File: config.mk
export PLATFORM = sky130hd
export DESIGN_NAME = tx_scheduler
export DESIGN_NICKNAME = d
export VERILOG_FILES = /design/src/rtl/tx_scheduler_pkg.sv /design/src/rtl/tx_scheduler_rr_pick.sv /design/src/rtl/tx_scheduler.sv
export SDC_FILE = /design/constraint.sdc
export NUM_CORES = 1
export LEC_CHECK = 0
export CELL_PAD_IN_SITES_DETAIL_PLACEMENT = 1
export CELL_PAD_IN_SITES_GLOBAL_PLACEMENT = 1
export CORE_MARGIN = 2
export CORE_UTILIZATION = 31
export DETAILED_ROUTE_END_ITERATION = 16
export GPL_ROUTABILITY_DRIVEN = 0
export PLACE_DENSITY_LB_ADDON = 0.1
export SYNTH_ARGS = -nofsm -noshare
export SYNTH_HDL_FRONTEND = slang
export SYNTH_HIERARCHICAL = 1
export SYNTH_SLANG_ARGS = --single-unit
File: constraint.sdc
create_clock -name clock -period 2.63 [get_ports clock]
set_input_delay 0.263 -clock clock [delete_from_list [all_inputs] [get_ports clock]]
set_output_delay 0.263 -clock clock [all_outputs]
set_load 0.1 [all_outputs]
File: src/rtl/tx_scheduler_pkg.sv
// Shared encodings and helpers for the tx_scheduler block.
package tx_scheduler_pkg;

  typedef enum logic [2:0] {
    IDLE     = 3'd0,
    LOAD     = 3'd1,
    SEND     = 3'd2,
    WAIT_END = 3'd3,
    RELEASE  = 3'd4
  } state_t;

  localparam int TIMEOUT_DEF = 2047;

  // One-hot (up to 8 requesters) to binary index.
  function automatic logic [2:0] oh2idx(input logic [7:0] oh);
    oh2idx = 3'd0;
    for (int i = 0; i < 8; i++)
      if (oh[i]) oh2idx = 3'(i);
  endfunction

endpackage

File: src/rtl/tx_scheduler_rr_pick.sv
// Combinational round-robin selector: first requester at or after ptr wins.
module rr_pick #(
  parameter  int NREQ = 4,
  localparam int PW   = (NREQ > 1) ? $clog2(NREQ) : 1
) (
  input  logic [NREQ-1:0] req,
  input  logic [PW-1:0]   ptr,
  output logic [NREQ-1:0] pick
);

  logic [PW:0]   sum;
  logic [PW-1:0] idx;

  // Scan from farthest to nearest so the requester closest to ptr is written last.
  always_comb begin
    pick = '0;
    sum  = '0;
    idx  = '0;
    for (int k = NREQ - 1; k >= 0; k--) begin
      sum = {1'b0, ptr} + (PW+1)'(k);
      if (sum >= (PW+1)'(NREQ)) sum = sum - (PW+1)'(NREQ);
      idx = sum[PW-1:0];
      if (req[idx]) begin
        pick      = '0;
        pick[idx] = 1'b1;
      end
    end
  end

endmodule

File: src/rtl/tx_scheduler.sv
// Round-robin transmit scheduler driving a serial transmitter handshake.
// Optional WAIT_END watchdog is compiled in with `define TX_WATCHDOG_EN.
module tx_scheduler
  import tx_scheduler_pkg::*;
#(
  parameter int NREQ    = 4,
  parameter int TIMEOUT = TIMEOUT_DEF
) (
  input  logic              clock,
  input  logic              reset_n,
  input  logic [NREQ-1:0]   req,
  input  logic [8*NREQ-1:0] req_data,
  input  logic              dsr,
  input  logic              tx_end,
  output logic [NREQ-1:0]   gnt,
  output logic              load,
  output logic              send,
  output logic [7:0]        tx_data,
  output logic [NREQ-1:0]   done,
  output logic              error,
  output logic              busy
);

  localparam int PW = (NREQ > 1) ? $clog2(NREQ) : 1;

  state_t          state;
  logic [PW-1:0]   ptr;
  logic [PW-1:0]   gidx;
  logic [NREQ-1:0] pick;
  logic [PW-1:0]   pick_idx;
  logic            wd_expire;

  rr_pick #(.NREQ(NREQ)) u_pick (
    .req  (req),
    .ptr  (ptr),
    .pick (pick)
  );

  assign pick_idx = PW'(oh2idx(8'(pick)));

`ifdef TX_WATCHDOG_EN
  localparam int CW = $clog2(TIMEOUT + 1);
  logic [CW-1:0] wd_cnt;

  // Expires on the TIMEOUT-th consecutive WAIT_END cycle without tx_end.
  assign wd_expire = (wd_cnt == CW'(TIMEOUT - 1));

  always_ff @(posedge clock or negedge reset_n) begin
    if (!reset_n)                                       wd_cnt <= '0;
    else if (state == WAIT_END && !tx_end && !wd_expire) wd_cnt <= wd_cnt + 1'b1;
    else                                                wd_cnt <= '0;
  end
`else
  // No watchdog: constant-false expiry; TIMEOUT only matters in the watchdog build.
  assign wd_expire = (TIMEOUT < 0);
`endif

  always_ff @(posedge clock or negedge reset_n) begin
    if (!reset_n) begin
      state   <= IDLE;
      ptr     <= '0;
      gidx    <= '0;
      gnt     <= '0;
      load    <= 1'b0;
      send    <= 1'b0;
      tx_data <= '0;
      done    <= '0;
      error   <= 1'b0;
      busy    <= 1'b0;
    end else begin
      load <= 1'b0;
      send <= 1'b0;
      done <= '0;
      if (tx_end && state != WAIT_END) error <= 1'b1;
      case (state)
        // Byte is captured on the grant edge so it is stable while load is high.
        IDLE: if (|req) begin
          gnt     <= pick;
          gidx    <= pick_idx;
          tx_data <= req_data[{pick_idx, 3'b000} +: 8];
          load    <= 1'b1;
          busy    <= 1'b1;
          state   <= LOAD;
        end
        // dsr is registered here so the send pulse coincides with SEND.
        LOAD: begin
          send  <= dsr;
          state <= SEND;
        end
        SEND: if (send) state <= WAIT_END;
              else begin
                error <= 1'b1;
                state <= RELEASE;
              end
        WAIT_END: if (tx_end) begin
          done  <= gnt;
          error <= 1'b0;
          state <= RELEASE;
        end else if (wd_expire) begin
          error <= 1'b1;
          state <= RELEASE;
        end
        RELEASE: begin
          gnt   <= '0;
          busy  <= 1'b0;
          ptr   <= (gidx == PW'(NREQ - 1)) ? '0 : gidx + 1'b1;
          state <= IDLE;
        end
        default: begin
          gnt   <= '0;
          busy  <= 1'b0;
          state <= IDLE;
        end
      endcase
    end
  end

endmodule

==> flow_summary.ini, run 1 <==
[outcome]
run_status = finished, final reports clean

[setup_path]
worst_setup_path_end_kind = flip-flop
worstPathRequired_ns = 2.80
reg2reg_from = ptr[1]
setup.reg_to_reg.worst_slack_ns = 0.1
rr_worst_depth = 10
worstSetupStartpointType = flip-flop
regToRegEndpoint = tx_data[4]
critPathMaxFanout = 5
wp_data_arrival_ns = 2.70
critical_path_class = flip-flop to flip-flop

[die]
fp.dieW_um = 80.13
die_height_um = 80.13
floorplan.io_pins = 60
die_area_mm2 = 0.006421
fp-row-count = 27
start_util_pct = 32.43
floorplan.core_area_mm2 = 0.005540

[timing]
maxSlewViolCount = 0
final.min_clock_period_ns = 2.534
timing.slew.headroom_pct = 52.68
finalSetupViolations = 0
worst_pin_slew_ns = 0.7076
timing.clock.skew_ns = 0.003398
hold_viol_final = 0
timing.final.ws_setup_ns = 0.09609
min_period_over_period_pct = 96.35
max_clock_freq_mhz = 394.6
fin_hold_ws_ns = 0.3646

[yosys]
syn_avg_cell_area_um2 = 10.39
yosysSeqAreaShare_pct = 37.60
postSynthNetCount = 222
syn_inst = 173
synth-warning-count = 6
synth.largest_area_cell = sky130_fd_sc_hd__dfrtp_1
mappedNetlistArea_mm2 = 0.001797
synth_cell_type_count = 38
post-synth-top-area-fraction_pct = 37.60
cell_types_with_the_largest_area_share_after_synthesis = sky130_fd_sc_hd__dfrtp_1 (38%), sky130_fd_sc_hd__mux2i_1 (7.2%), sky130_fd_sc_hd__mux2_4 (6.7%)
postSynthRegisterBits = 27

[run]
maxCapViolCount = 0

[global_routing]
first_global_vias = 1693
wire_length_of_the_first_global_routing_pass_um = 8073
antenna_violations_before_repair = 0
grt_remaining_overflow = 0
grtUsageTotal_pct = 15.66
largest_net_degree_at_the_start_of_global_routing = 28

[clock_network]
clock_tree.root_cell = sky130_fd_sc_hd__clkbuf_8
clkSlewWorstSetupHoldPaths_ns = 0.10
cts_tree = built
clk-insertion-delay-late_ns = 0.27
clk_path_buf_depth = 2
cts_buffers = 3
hold_buffers = 0
htree_levels = 1
cts.sinks = 27

[final_layout]
layout_cell_share_with_drive_strength_beyond_1_pct = 28.86
num-nets-final = 296
fin_util_pct = 47.27
syn2layout_area_growth_pct = 45.75
antennaDiodeCount = 0
fin_area_mm2 = 0.002619
commonest_non_fill_non_tap_cell_in_the_layout = sky130_fd_sc_hd__clkdlybuf4s50_1
most-common-layout-cells = sky130_fd_sc_hd__clkdlybuf4s50_1 (39), sky130_fd_sc_hd__buf_4 (38), sky130_fd_sc_hd__nand2_1 (29)

[placement]
post-place-ws_ns = -0.1407
placedInstanceArea_mm2 = 0.002475
port_buffers = 59
hpwl_um = 3801

[hold_path]
hold_path_class = input pin to async pin

[detailed_routing]
routed_wire_length_per_instance_um = 16.03
detailedRoute.firstPassIterationCount = 4
route.antenna.remaining_nets = 0
detail_route.drc_violations = 0
first_iteration_detailed_routing_drc_count = 45
detailroute.via_count = 1587
via_per_inst = 4.991
totalWireLength_um = 5098
critical path, cell delays in order, from the launching register on:
cell and delay, ns:
sky130_fd_sc_hd__dfrtp_2 0.44, sky130_fd_sc_hd__inv_1 0.15, sky130_fd_sc_hd__ha_4 0.24, sky130_fd_sc_hd__mux4_2 0.36, sky130_fd_sc_hd__nand2b_4 0.11, sky130_fd_sc_hd__o22ai_1 0.11
sky130_fd_sc_hd__a31oi_4 0.20, sky130_fd_sc_hd__buf_6 0.17, sky130_fd_sc_hd__mux2i_1 0.24, sky130_fd_sc_hd__o221ai_1 0.15, sky130_fd_sc_hd__mux2_4 0.27
kinds of logic after synthesis:
group / share of synthesized area (%)
compound gates: 11.70
fa+ha+maj: 6.268
buf+inv: 4.456
flops: 37.60
mux: 21.03
simple gates: 18.94
stage by stage:
stage | setup TNS (ns) | std cells
2_1_floorplan | 0 | 173
3_3_place_gp | -0.6302 | 308
3_5_place_dp | -1.037 | 308
4_1_cts | 0 | 312
5_1_grt | -0.03309 | 318
6_report | 0 | 318
final cells by class:
class                      count  area, um2
multi-input combinational    130       1085
inverter                       6      22.52
clock buffer                   3      41.29
sequential                    27      676.9
timing repair buffer          79      698.2
clock inverter                 1      5.005
tap                           72      90.09
fill                         627       2922
flip-flops by register name, indices dropped and copies added (netlist names):
signal,cells
tx_data,8
done,4
gnt,4
state,3
gidx,2
ptr,2
busy,1
error,1
load,1
send,1
cell usage after synthesis:
master and instances:
sky130_fd_sc_hd__nand3b_1 2, sky130_fd_sc_hd__or4_1 1, sky130_fd_sc_hd__and2b_1 1, sky130_fd_sc_hd__a211oi_1 1, sky130_fd_sc_hd__buf_6 2, sky130_fd_sc_hd__dfrtp_1 27, sky130_fd_sc_hd__nor4bb_1 1, sky130_fd_sc_hd__nor2b_2 1
sky130_fd_sc_hd__nand3_1 4, sky130_fd_sc_hd__inv_1 6, sky130_fd_sc_hd__mux4_2 3, sky130_fd_sc_hd__buf_2 3, sky130_fd_sc_hd__o21ai_0 7, sky130_fd_sc_hd__clkbuf_2 1, sky130_fd_sc_hd__nand2_1 29, sky130_fd_sc_hd__mux2i_1 13
sky130_fd_sc_hd__a31oi_1 3, sky130_fd_sc_hd__nor2b_1 2, sky130_fd_sc_hd__o31ai_1 1, sky130_fd_sc_hd__nor4b_1 1, sky130_fd_sc_hd__mux2_2 3, sky130_fd_sc_hd__and2_1 4, sky130_fd_sc_hd__mux4_1 1, sky130_fd_sc_hd__ha_1 9
sky130_fd_sc_hd__nor4_4 1, sky130_fd_sc_hd__or2b_2 1, sky130_fd_sc_hd__nor3_4 1, sky130_fd_sc_hd__or2_4 1, sky130_fd_sc_hd__o221ai_1 8, sky130_fd_sc_hd__clkbuf_1 4, sky130_fd_sc_hd__or2b_1 1, sky130_fd_sc_hd__nor3b_1 2
sky130_fd_sc_hd__o22ai_1 5, sky130_fd_sc_hd__mux2_4 8, sky130_fd_sc_hd__a21oi_1 8, sky130_fd_sc_hd__nor2_1 5, sky130_fd_sc_hd__nand2b_4 1, sky130_fd_sc_hd__or2_2 1
worst max path at each step:
stage / endpoint / cells after the start / slack (ns) / start
after floorplan: tx_data[6] / 12 / 0.04 / ptr[1]
after global placement: tx_data[7] / 9 / -0.11 / req[2]
after detailed placement: tx_data[3] / 9 / -0.14 / req[2]
after CTS: tx_data[1] / 10 / 0.03 / ptr[1]
after global routing: tx_data[0] / 10 / -0.01 / ptr[1]
final: tx_data[4] / 10 / 0.1 / ptr[1]
metal layers:
metal | GRT usage [%] | up-vias | wire length, um
met4 | 2.542 | 0 | 29
met2 | 29.33 | 35 | 2784
met3 | 2.809 | 2 | 207
li1 | - | 767 | -
met5 | 0 | - | 0
met1 | 18.83 | 783 | 2076
repair_timing:
action / 4_1_cts / 5_1_grt
gates resized for setup: 1 / 14
endpoints found under the setup margin: 6 / 8
cloned: 0 / 1
buffers inserted: 0 / 5
Power of run 1 is left out: the tool's default activity adds up to more than one toggle a clock period on the data nets, which glitch-free logic cannot reach.
==> run 2: changes to the inputs <==
--- a/config.mk
+++ b/config.mk
@@ -12,6 +12,7 @@
 export DETAILED_ROUTE_END_ITERATION = 16
 export GPL_ROUTABILITY_DRIVEN = 0
 export PLACE_DENSITY_LB_ADDON = 0.1
+export SKIP_LAST_GASP = 1
 export SYNTH_ARGS = -nofsm -noshare
 export SYNTH_HDL_FRONTEND = slang
 export SYNTH_HIERARCHICAL = 1
==> results of run 2 <==
The final DEF is identical to that of run 1; final timing and power are the same.
Power of run 2 is left out for the same reason.
==> run 3: changes to the inputs <==
--- a/config.mk
+++ b/config.mk
@@ -11,7 +11,9 @@
 export CORE_UTILIZATION = 31
 export DETAILED_ROUTE_END_ITERATION = 16
 export GPL_ROUTABILITY_DRIVEN = 0
+export MAX_ROUTING_LAYER = met4
 export PLACE_DENSITY_LB_ADDON = 0.1
+export SETUP_SLACK_MARGIN = 0.3
 export SKIP_LAST_GASP = 1
 export SYNTH_ARGS = -nofsm -noshare
 export SYNTH_HDL_FRONTEND = slang
==> run 3 against run 2 <==
  * Critical path depth is the same
  * Cell count grew 2.5%
  * Count of clock-buffer cells in the layout is the same
  * Hold slack lost 0.013 ns
  * Fmax shrank 0.11%
  * Die area is the same
  * Non-clock buffer count grew 7
  * Sequential share of layout area shrank 1.4 points
  * Global-route usage grew 2.3 points
  * Clock skew grew 0.0018 ns
  * First-iteration DRC count grew 33%
  * Largest cell class unchanged
==> flow_summary.ini, run 3 (synthesized netlist as in run 1, its figures left out) <==
[outcome]
run_status = finished, final reports clean

[timing]
final.min_clock_period_ns = 2.537
finalSetupViolations = 0
max_clock_freq_mhz = 394.2
min_period_over_period_pct = 96.45
worst_pin_slew_ns = 0.7082
grt_setup_unrepaired = true
timing.clock.skew_ns = 0.005232
maxSlewViolCount = 0
hold_viol_final = 0
timing.slew.headroom_pct = 52.64

[final_layout]
commonest_non_fill_non_tap_cell_in_the_layout = sky130_fd_sc_hd__buf_4
most-common-layout-cells = sky130_fd_sc_hd__buf_4 (42), sky130_fd_sc_hd__clkdlybuf4s50_1 (39), sky130_fd_sc_hd__nand2_1 (28)
area_of_combinational_cells_with_multiple_inputs_mm2 = 0.001159
num-nets-final = 304
layout_cell_share_with_drive_strength_beyond_1_pct = 35.04
syn2layout_area_growth_pct = 54.25
largest_register_ffs = 8
final-seq-area_um2 = 678.2
antennaDiodeCount = 0
layout_top_registers = tx_data: 8 flops, done: 4 flops, gnt: 4 flops
max_flop_register = tx_data
fin_area_mm2 = 0.002771
fillerInstances = 622

[clock_network]
clkSlewWorstSetupHoldPaths_ns = 0.10
cts_buffers = 3
clk_path_buf_depth = 2
cts.sinks = 27
htree_levels = 1
hold_buffers = 0
cts_tree = built
clk-insertion-delay-late_ns = 0.28
clock_tree.root_cell = sky130_fd_sc_hd__clkbuf_8

[die]
die_area_mm2 = 0.006421
start_util_pct = 32.43
floorplan.io_pins = 60
floorplan.core_area_mm2 = 0.005540
fp.dieW_um = 80.13
fp-row-count = 27
die_height_um = 80.13

[setup_path]
wp_data_arrival_ns = 2.71
crit_path_cell_trace = inv_4 > ha_4 > mux4_2 > nand2b_4 > o22ai_4 > a31oi_4 > buf_6 > mux2i_1 > o221ai_1 > mux2_4
worst_setup_path_startpoint = ptr[0]
reg2reg_from = ptr[0]
regToRegEndpoint = tx_data[5]
worstSetupStartpointType = flip-flop
crit_path_max_incr_delay_ns = 0.49
endpoint = tx_data[5]
critical_path_class = flip-flop to flip-flop
crit_slowest_cell = sky130_fd_sc_hd__dfrtp_2
rr_worst_depth = 10
worst_setup_path_end_kind = flip-flop
setup.reg_to_reg.worst_slack_ns = 0.09
worstPathRequired_ns = 2.80
critPathMaxFanout = 6

[global_routing]
first_global_vias = 1759
wire_length_of_the_first_global_routing_pass_um = 8776
grtUsageTotal_pct = 18.01
largest_net_degree_at_the_start_of_global_routing = 28
grt_remaining_overflow = 0
antenna_violations_before_repair = 0

[detailed_routing]
detailedRoute.firstPassIterationCount = 4
via_per_inst = 5.095
routed_wire_length_per_instance_um = 17.44
first_iteration_detailed_routing_drc_count = 60
totalWireLength_um = 5685
detailroute.via_count = 1661
route.antenna.remaining_nets = 0
detail_route.drc_violations = 0

[placement]
hpwl_um = 3919
port_buffers = 59
placedInstanceArea_mm2 = 0.002502

[hold_path]
hold_path_class = input pin to async pin

[run]
maxCapViolCount = 0
run 3: cell count changes in the layout (fill, tap and decap cells not counted), sizes merged:
cell  delta
buf      +7
or2      +1
run 3: per-stage QoR:
stage	setup WS, ns	util [%]	cells	hold WS [ns]	TNS [ns]
after global routing	-0.01233	50.02	326	0.3881	-0.01233
final	0.09332	50.02	326	0.3512	0
after detailed placement	-0.1734	45.17	309	0.4984	-1.236
after CTS	0.1290	47.92	319	0.3575	0
after floorplan	0.2181	-	173	-0.03259	0
after global placement	-0.04290	45.17	309	0.4929	-0.1063
run 3: layout make-up:
| cell class | count | share of cell area [%] |
|---|---|---|
| Multi-Input combinational cell | 131 | 41.81 |
| Sequential cell | 27 | 24.47 |
| Tap cell | 72 | 3.251 |
| Clock buffer | 3 | 1.490 |
| Clock inverter | 1 | 0.1806 |
| Inverter | 6 | 0.9932 |
| Timing Repair Buffer | 86 | 27.81 |
run 3: how the worst min path moves through the flow:
stage,end,slack [ns],cells past startpoint
after global placement,error,0.49,2
final,send,0.35,2
after global routing,send,0.39,2
after detailed placement,tx_data[1],0.50,1
after CTS,done[1],0.36,2
after floorplan,busy,-0.03,0
run 3: critical path: cells and delay by family (launching register included):
| family | cells | cell delay, ns |
|---|---|---|
| multiplexers | 3 | 0.89 |
| adder cells (fa/ha/maj) | 1 | 0.29 |
| buffers and inverters | 2 | 0.22 |
| AO/OA/AOI/OAI | 3 | 0.41 |
| AND/OR/NAND/NOR | 1 | 0.13 |
| flip-flops | 1 | 0.49 |
run 3: layer usage:
metal	global-route usage, %	share of wire (%)	vias up
met1	22.43	43	839
li1	-	-	789
met2	31.25	54	29
met3	2.360	2.9	4
met4	4.068	0.77	0
met5	-	0	-
run 3: timing repair:
item	4_1_cts	5_1_grt
buffers inserted	5	5
pin swaps	5	4
gates cloned	1	2
setup endpoints to repair	13	13
gates resized for setup	13	18
Power of run 3 is left out for the same reason.
